<file path="src/rtl/ram_capture_if.sv">
// Bus bundle for ram_capture: capture control, byte stream, read port and status.
// Optional checksum output appears when RAM_CAPTURE_CHECKSUM_EN is defined.
interface ram_capture_if #(
  parameter int DATA_BITS = 8,
  parameter int ADDR_BITS = 8
);
  logic                 start;
  logic [ADDR_BITS:0]   len;
  // Stream handshake: a byte moves on any posedge where in_valid && in_ready;
  // in_data must be stable while in_valid is high, in_ready never depends on in_valid.
  logic [DATA_BITS-1:0] in_data;
  logic                 in_valid;
  logic                 in_ready;
  logic [ADDR_BITS-1:0] rd_addr;
  logic [DATA_BITS-1:0] rd_data;
  logic [ADDR_BITS:0]   count;
  logic                 busy;
  logic                 done;
  logic                 overflow;
  logic [1:0]           fsm_state;
`ifdef RAM_CAPTURE_CHECKSUM_EN
  logic [DATA_BITS-1:0] checksum;

  modport master (
    output start, len, in_data, in_valid, rd_addr,
    input  in_ready, rd_data, count, busy, done, overflow, fsm_state, checksum
  );
  modport slave (
    input  start, len, in_data, in_valid, rd_addr,
    output in_ready, rd_data, count, busy, done, overflow, fsm_state, checksum
  );
`else
  modport master (
    output start, len, in_data, in_valid, rd_addr,
    input  in_ready, rd_data, count, busy, done, overflow, fsm_state
  );
  modport slave (
    input  start, len, in_data, in_valid, rd_addr,
    output in_ready, rd_data, count, busy, done, overflow, fsm_state
  );
`endif
endinterface

</file>
<file path="src/rtl/ram_capture.sv">
// Captures a byte stream into an internal RAM from address 0, bounded by a requested length.
// Optional running checksum of captured bytes: define RAM_CAPTURE_CHECKSUM_EN.
module ram_capture #(
  parameter int SIZE      = 256,
  parameter int DATA_BITS = 8,
  parameter int ADDR_BITS = (SIZE > 1) ? $clog2(SIZE) : 1
) (
  input logic         clk,
  input logic         rst,
  ram_capture_if.slave bus
);
  localparam int            CW     = ADDR_BITS + 1;
  localparam logic [CW-1:0] SIZE_C = CW'(SIZE);
  localparam logic [CW-1:0] ONE    = CW'(1);

  typedef enum logic [1:0] {
    IDLE    = 2'd0,
    CAPTURE = 2'd1,
    DONE    = 2'd2
  } state_t;

  state_t               state;
  logic [CW-1:0]        count;
  logic [CW-1:0]        target;
  logic                 busy;
  logic                 done;
  logic                 overflow;
  logic [DATA_BITS-1:0] rd_data;
  logic [DATA_BITS-1:0] mem [SIZE];
  logic                 xfer;
`ifdef RAM_CAPTURE_CHECKSUM_EN
  logic [DATA_BITS-1:0] checksum;
`endif

  assign bus.in_ready  = busy && (count < target);
  assign xfer          = bus.in_valid && bus.in_ready;
  assign bus.rd_data   = rd_data;
  assign bus.count     = count;
  assign bus.busy      = busy;
  assign bus.done      = done;
  assign bus.overflow  = overflow;
  assign bus.fsm_state = state;
`ifdef RAM_CAPTURE_CHECKSUM_EN
  assign bus.checksum  = checksum;
`endif

  // start takes priority over a same-edge transfer, so a restart discards that byte.
  always_ff @(posedge clk) begin
    if (rst) begin
      state    <= IDLE;
      count    <= '0;
      target   <= '0;
      busy     <= 1'b0;
      done     <= 1'b0;
      overflow <= 1'b0;
`ifdef RAM_CAPTURE_CHECKSUM_EN
      checksum <= '0;
`endif
    end else if (bus.start) begin
      state    <= CAPTURE;
      busy     <= 1'b1;
      done     <= 1'b0;
      count    <= '0;
      target   <= (bus.len > SIZE_C) ? SIZE_C : bus.len;
      overflow <= (bus.len > SIZE_C);
`ifdef RAM_CAPTURE_CHECKSUM_EN
      checksum <= '0;
`endif
    end else begin
      case (state)
        CAPTURE: begin
          if (xfer) begin
            count <= count + ONE;
`ifdef RAM_CAPTURE_CHECKSUM_EN
            checksum <= checksum + bus.in_data;
`endif
            if ((count + ONE) == target) begin
              state <= DONE;
              busy  <= 1'b0;
              done  <= 1'b1;
            end
          end else if (count >= target) begin
            // zero-length capture: nothing to accept, finish immediately
            state <= DONE;
            busy  <= 1'b0;
            done  <= 1'b1;
          end
        end
        default: ;
      endcase
    end
  end

  // RAM is deliberately not reset; count < target <= SIZE keeps the index in range.
  always_ff @(posedge clk) begin
    if (xfer && !bus.start && !rst) begin
      mem[count[ADDR_BITS-1:0]] <= bus.in_data;
    end
  end

  // Read-first: a same-edge write to rd_addr is seen on the following read.
  always_ff @(posedge clk) begin
    if (rst) begin
      rd_data <= '0;
    end else begin
      rd_data <= mem[bus.rd_addr];
    end
  end
endmodule

</file>
<file path="src/flat_wrapper.sv">
// flat-port wrapper written by rule: the top's interface ports become plain ports
module ram_capture_flat 
#(
  parameter int SIZE      = 256,
  parameter int DATA_BITS = 8,
  parameter int ADDR_BITS = (SIZE > 1) ? $clog2(SIZE) : 1
)
  (clk, rst, bus_start, bus_len, bus_in_data, bus_in_valid, bus_rd_addr, bus_in_ready, bus_rd_data, bus_count, bus_busy, bus_done, bus_overflow, bus_fsm_state);
  ram_capture_if #(.DATA_BITS(DATA_BITS), .ADDR_BITS(ADDR_BITS)) bus_i ();
  input logic clk;
  input logic rst;
  input wire logic [$bits(bus_i.start)-1:0] bus_start;
  input wire logic [$bits(bus_i.len)-1:0] bus_len;
  input wire logic [$bits(bus_i.in_data)-1:0] bus_in_data;
  input wire logic [$bits(bus_i.in_valid)-1:0] bus_in_valid;
  input wire logic [$bits(bus_i.rd_addr)-1:0] bus_rd_addr;
  output wire logic [$bits(bus_i.in_ready)-1:0] bus_in_ready;
  output wire logic [$bits(bus_i.rd_data)-1:0] bus_rd_data;
  output wire logic [$bits(bus_i.count)-1:0] bus_count;
  output wire logic [$bits(bus_i.busy)-1:0] bus_busy;
  output wire logic [$bits(bus_i.done)-1:0] bus_done;
  output wire logic [$bits(bus_i.overflow)-1:0] bus_overflow;
  output wire logic [$bits(bus_i.fsm_state)-1:0] bus_fsm_state;
  assign bus_i.start = bus_start;
  assign bus_i.len = bus_len;
  assign bus_i.in_data = bus_in_data;
  assign bus_i.in_valid = bus_in_valid;
  assign bus_i.rd_addr = bus_rd_addr;
  assign bus_in_ready = bus_i.in_ready;
  assign bus_rd_data = bus_i.rd_data;
  assign bus_count = bus_i.count;
  assign bus_busy = bus_i.busy;
  assign bus_done = bus_i.done;
  assign bus_overflow = bus_i.overflow;
  assign bus_fsm_state = bus_i.fsm_state;
  ram_capture #(.SIZE(SIZE), .DATA_BITS(DATA_BITS), .ADDR_BITS(ADDR_BITS)) u_core (.clk(clk), .rst(rst), .bus(bus_i));
endmodule
</file>
<file path="config.mk">
export PLATFORM = sky130hd
export DESIGN_NAME = ram_capture_flat
export DESIGN_NICKNAME = d
export VERILOG_FILES = /design/src/rtl/ram_capture_if.sv /design/src/rtl/ram_capture.sv /design/src/flat_wrapper.sv
export SDC_FILE = /design/constraint.sdc
export NUM_CORES = 2
export LEC_CHECK = 0
export CORE_MARGIN = 2
export CORE_UTILIZATION = 50
export DETAILED_ROUTE_END_ITERATION = 16
export DONT_BUFFER_PORTS = 1
export PLACE_DENSITY = 0.75
export SYNTH_ARGS = -nofsm -noshare
export SYNTH_HDL_FRONTEND = slang
export SYNTH_SLANG_ARGS = --single-unit
</file>
<file path="constraint.sdc">
create_clock -name clk -period 7.25 [get_ports clk]
set_input_delay 1.45 -clock clk [delete_from_list [all_inputs] [get_ports clk]]
set_output_delay 1.45 -clock clk [all_outputs]
set_load 0.005 [all_outputs]
</file>
* After elaboration in Yosys (flattened, before gate mapping) *
Memories as Yosys holds them, arrays and structs flattened. A register that Yosys moved wholly into a read port is not among the register bits.
Index checks and enable logic that the tools add are counted.

storage, ports and cells
  register bits after elaboration = 23
  bits in writable memories = 2,048
  output and inout bits = 23
  memories kept = 1

memories
  memory      depth  width  read ports  clocked after memory_dff  wr ports  line               RTL
  u_core.mem  256    8      1           1                         1         ram_capture.sv:29  logic [DATA_BITS-1:0] mem [SIZE];

cells by class
  $add $sub $neg = 1
  order comparisons = 3
  eq/ne operators = 4
  muxes and demuxes = 16
  reduce and logical (&&, ||, !) cells = 13

operators with widths
  operator                                                               count
  1-bit two-way mux                                                      12
  9-bit by 1-bit adder with 9-bit output, second input constant          1
  9-bit equality test                                                    1
  9-bit >= comparator                                                    1
  9-bit greater-than comparator, second input constant                   1
  9-bit < comparator                                                     1
  9-bit two-way mux                                                      1
  2-bit two-way mux                                                      3
  3-bit AND reduction                                                    2
  1-bit logical AND                                                      4
  2-bit nonzero test                                                     2
  3-bit != test, second input constant                                   1
  3-bit nonzero test                                                     1
  2-bit by 1-bit equality test with 1-bit output, second input constant  1
  1-bit zero test                                                        2
  2-bit != test, second input constant                                   1
  2-bit AND reduction                                                    1
  2-bit OR reduction                                                     1

* Longest topological paths before layout *
  word-level depth = 7
  mapped depth = 11
  mapped depth without buffers = 9

* Worst setup path after synthesis *
OpenSTA, ideal clock, no wires.

  path type = in2reg
  start point = input bus_start
  end point = memory u_core.mem[128][0], enable pin
  library setup time = 0.370 ns
  arrival = 3.227 ns
  data required time = 6.880 ns
  path slack = 3.652 ns
  cell stages on the path = 8
  cells stage by stage = clkbuf_1 nor2_1 and2_1 nand4_1 or3b_1 buf_2 buf_1 nor2_1

on the way
  cells in the longest elaborated chain, start to end = 5

ends and longest elaborated chain
  element                                  line                RTL
  start: declaration                       flat_wrapper.sv:12  input wire logic [$bits(bus_i.start)-1:0] bus_start;
  1-bit zero test                          ram_capture.sv:96   if (xfer && !bus.start && !rst) begin
  1-bit logical AND (2 in a row)           ram_capture.sv:96
  1-bit two-way mux                        ram_capture.sv:96
  1-bit two-way mux (implied by the code)  ram_capture.sv:97   mem[count[ADDR_BITS-1:0]] <= bus.in_data;
  end: declaration                         ram_capture.sv:29

Every way passes these cells.

==> results.md <==
- Slew margin rel.: -102%
- Clock Tree Buf Depth: 3
- Layout Utilization: between 50% and 60%
- Ys Warns: 0
- Rows: 148
- Hold Crit Start: u_core.target[0]
- Initial Util: between 50 and 60%
- FF-to-FF End: u_core.mem[161][2]
- Net Count, Synth: between 4000 and 5000
- HPWL Detailed: 126 mm
- Avg WL per Cell: between 30 and 40 um
- Seq cells post-synth: ~2100
- Synth async-reset ratio: 0%
- Leakage power: 28.3 nW
- Synth area leader: edfxtp_1
- Critical R2R Launch: u_core.bus.count[1]
- GP Congestion: 0.968
- Post-synth top cells: edfxtp_1, mux4_2, mux2i_1, nor2_1, nor3_1
- Predominant post-synthesis flop cell: edfxtp_1
- Area Growth Syn to Fin: 10.3%
- Total CTS buffers: 196
- TritonCTS clock tree: yes
- Final Cycle Share: between 60 and 70%
- CTS H-Tree Depth: 4
- Synth area leaders: edfxtp_1, mux4_2, mux2i_1
- Sequential share of the synthesized area: about three quarters
- First-pass GRT wire length: just over 300 mm
- Setup Fix Bufs, Post-CTS: 0
- Setup violators final: 0
- Max FO, Critical Path: ~660
- Syn Inst Count: 4219
- Share of post-route cells with drive strength above 1: around 18%
- Clock latency on the worst-skew pair: roughly 0.86 ns
- Status: finished, violations left
- Worst-path cell chain: mux4_2 > a211oi_1 > a21oi_1 > nand4_1 > o32ai_2
- FMAX: just over 0.2 GHz
- Count of final max-slew check failures: ~490
- Antenna-violating nets left: 0
- Bufs and invs on worst path: 0
- Largest net degree at the start of global routing: between 600 and 700
- Initial antenna violation count: 3
- Drt via density: approximately 6.7
- Number of global-route vias before repair: 41900
- Post-Synthesis Cell Area: between 0.08 and 0.09 sq mm
- DIE AREA: about 0.17 sq mm
- CTS sink count: slightly above 2000
- Mean area per synthesized cell: between 15 and 20 sq um
- CP max stage delay: between 1.5 and 2 ns
- Final hold vios: 0
- Actual slew at the worst max-slew pin: 3.03 ns
- GR Util All Layers: 25.6%
- I/O Buffers: 0
- Max-cap viol count: 0
- WP data required: around 8.0 ns
- Crit path capture type: register
- Post-synth EDFFs: between 2000 and 2500
- Most common cell in the netlist: edfxtp_1
- CP Data Arrival Time: about 5.7 ns
- Net total in the final layout: 4295
- Final wirelength: between 200 and 250 mm
- Min Tclk post-route: around 5.0 ns
- Failing checks: max-slew violations
- Peak supply drop: 0.285 mV
- Clock transition at the registers of the reported paths: approximately 0.060 ns
- Synth top area share: about three quarters
- Setup Skew: between 0.05 and 0.06 ns
- RSZ-0062 raised after global routing: no
- PD cells: around 270 mW/mm^2
- DRC Markers: 0
- Reg2Reg Setup Slack: ~2.6 ns
- Router iterations before antenna repair: 7
- Die Wd: 409 um
- Via count: approximately 44000
- Slowest library cell on the worst path: mux4_2
- Crit path launch type: input port
- CTS root buffer: clkbuf_16
- Hold buffers post-CTS: 0
- Post_cts resized: 0
- Hold Path Sink: u_core.target[0]
- CP top delay family: multiplexers
- Hold depth: 1
- Initial DRC Count: a little under 8000
- Unique masters post-synth: between 70 and 80
- Ports: 52
- Worst hold slack: 0.499 ns
- Crit Path Category: input port to register
- Grt ovf: 0
- Die Ht: between 400 and 500 um
- Worst reg-to-reg path cell count: 10
- Core box area: 0.163 sq mm
- Final TNS setup: 0 ns
- Hold Crit Class: register to register
-- worst max path at each step --
stage	slack, ns	to	from	cells after the start
6_report	2.28	u_core.bus.rd_data[5]	bus_rd_addr[0]	5
5_1_grt	2.31	u_core.mem[161][2]	u_core.bus.count[1]	10
4_1_cts	2.55	u_core.mem[153][6]	u_core.bus.count[1]	10
3_5_place_dp	2.61	u_core.mem[161][6]	u_core.bus.count[1]	10
3_3_place_gp	2.68	u_core.mem[161][1]	u_core.bus.count[1]	10
2_1_floorplan	3.65	u_core.mem[128][0]	bus_start	8
-- per-layer routing --
layer	share of wire (%)	vias to the layer above	global-route usage [%]	routed length [um]
met2	45	3415	37.7	97000
li1	-	17500	-	-
met5	0.011	-	0	24
met4	4.2	4	9.80	9030
met3	14	471	7.93	29700
met1	37	22600	36.2	81300
-- cell type report --
type | instances | area, sq um
Fill cell | 11900 | 72400
Sequential cell | 2077 | 62100
Multi-Input combinational cell | 1862 | 18300
Clock buffer | 223 | 5010
Tap cell | 2175 | 2720
Clock inverter | 142 | 1650
Timing Repair Buffer | 98 | 736
Inverter | 18 | 68.8
Antenna cell | 7 | 17.5
-- sequential cells by signal (all words and copies together), names as in the netlist --
| signal | flops |
|---|---|
| u_core.bus.rd_data | 8 |
| u_core.bus.busy | 1 |
| u_core.bus.count | 9 |
| u_core.bus.done | 1 |
| u_core.mem | 2048 |
| u_core.bus.overflow | 1 |
| u_core.target | 9 |
-- metrics by stage --
step                instance area (sq um)  setup slack (ns)  instances  power, mW
floorplan                           82100              3.65       4219       14.1
detailed placement                  83800              2.61       6223       14.2
global route                        90500              2.31       6595       25.0
global placement                    83800              2.68       6222       14.2
CTS                                 90500              2.55       6588       24.5
finish                              90600              2.28       6602       24.6
-- where the power goes --
part           switching [mW]  internal [mW]
logic                   0.400          0.354
registers              0.0245           13.2
clock network            4.60           6.01
-- logic make-up (layout without fill, tap and decap cells) --
| kind of cell | Yosys count | after routing | share of synthesized area [%] |
|---|---|---|---|
| compound gates | 426 | 426 | 3.72 |
| xor+xnor | 21 | 21 | 0.224 |
| fa+ha+maj | 13 | 13 | 0.198 |
| buf+inv | 280 | 481 | 2.29 |
| flops | 2077 | 2077 | 75.6 |
| mux | 666 | 666 | 13.8 |
| other cells | 0 | 7 | 0 |
| simple gates | 736 | 736 | 4.13 |
-- layout by cell type, fill, tap and decap left out, types with 58 or more instances in the layout --
cell and n:
clkbuf_16 196, nor3_1 156, nand3_1 58, nand2_1 143, a21oi_1 58, nor2_1 240
edfxtp_1 2048, buf_4 89, o221ai_1 67, o22ai_1 74, mux4_2 343, mux2i_1 298
No activity file was read; power rests on OpenSTA's default activity.
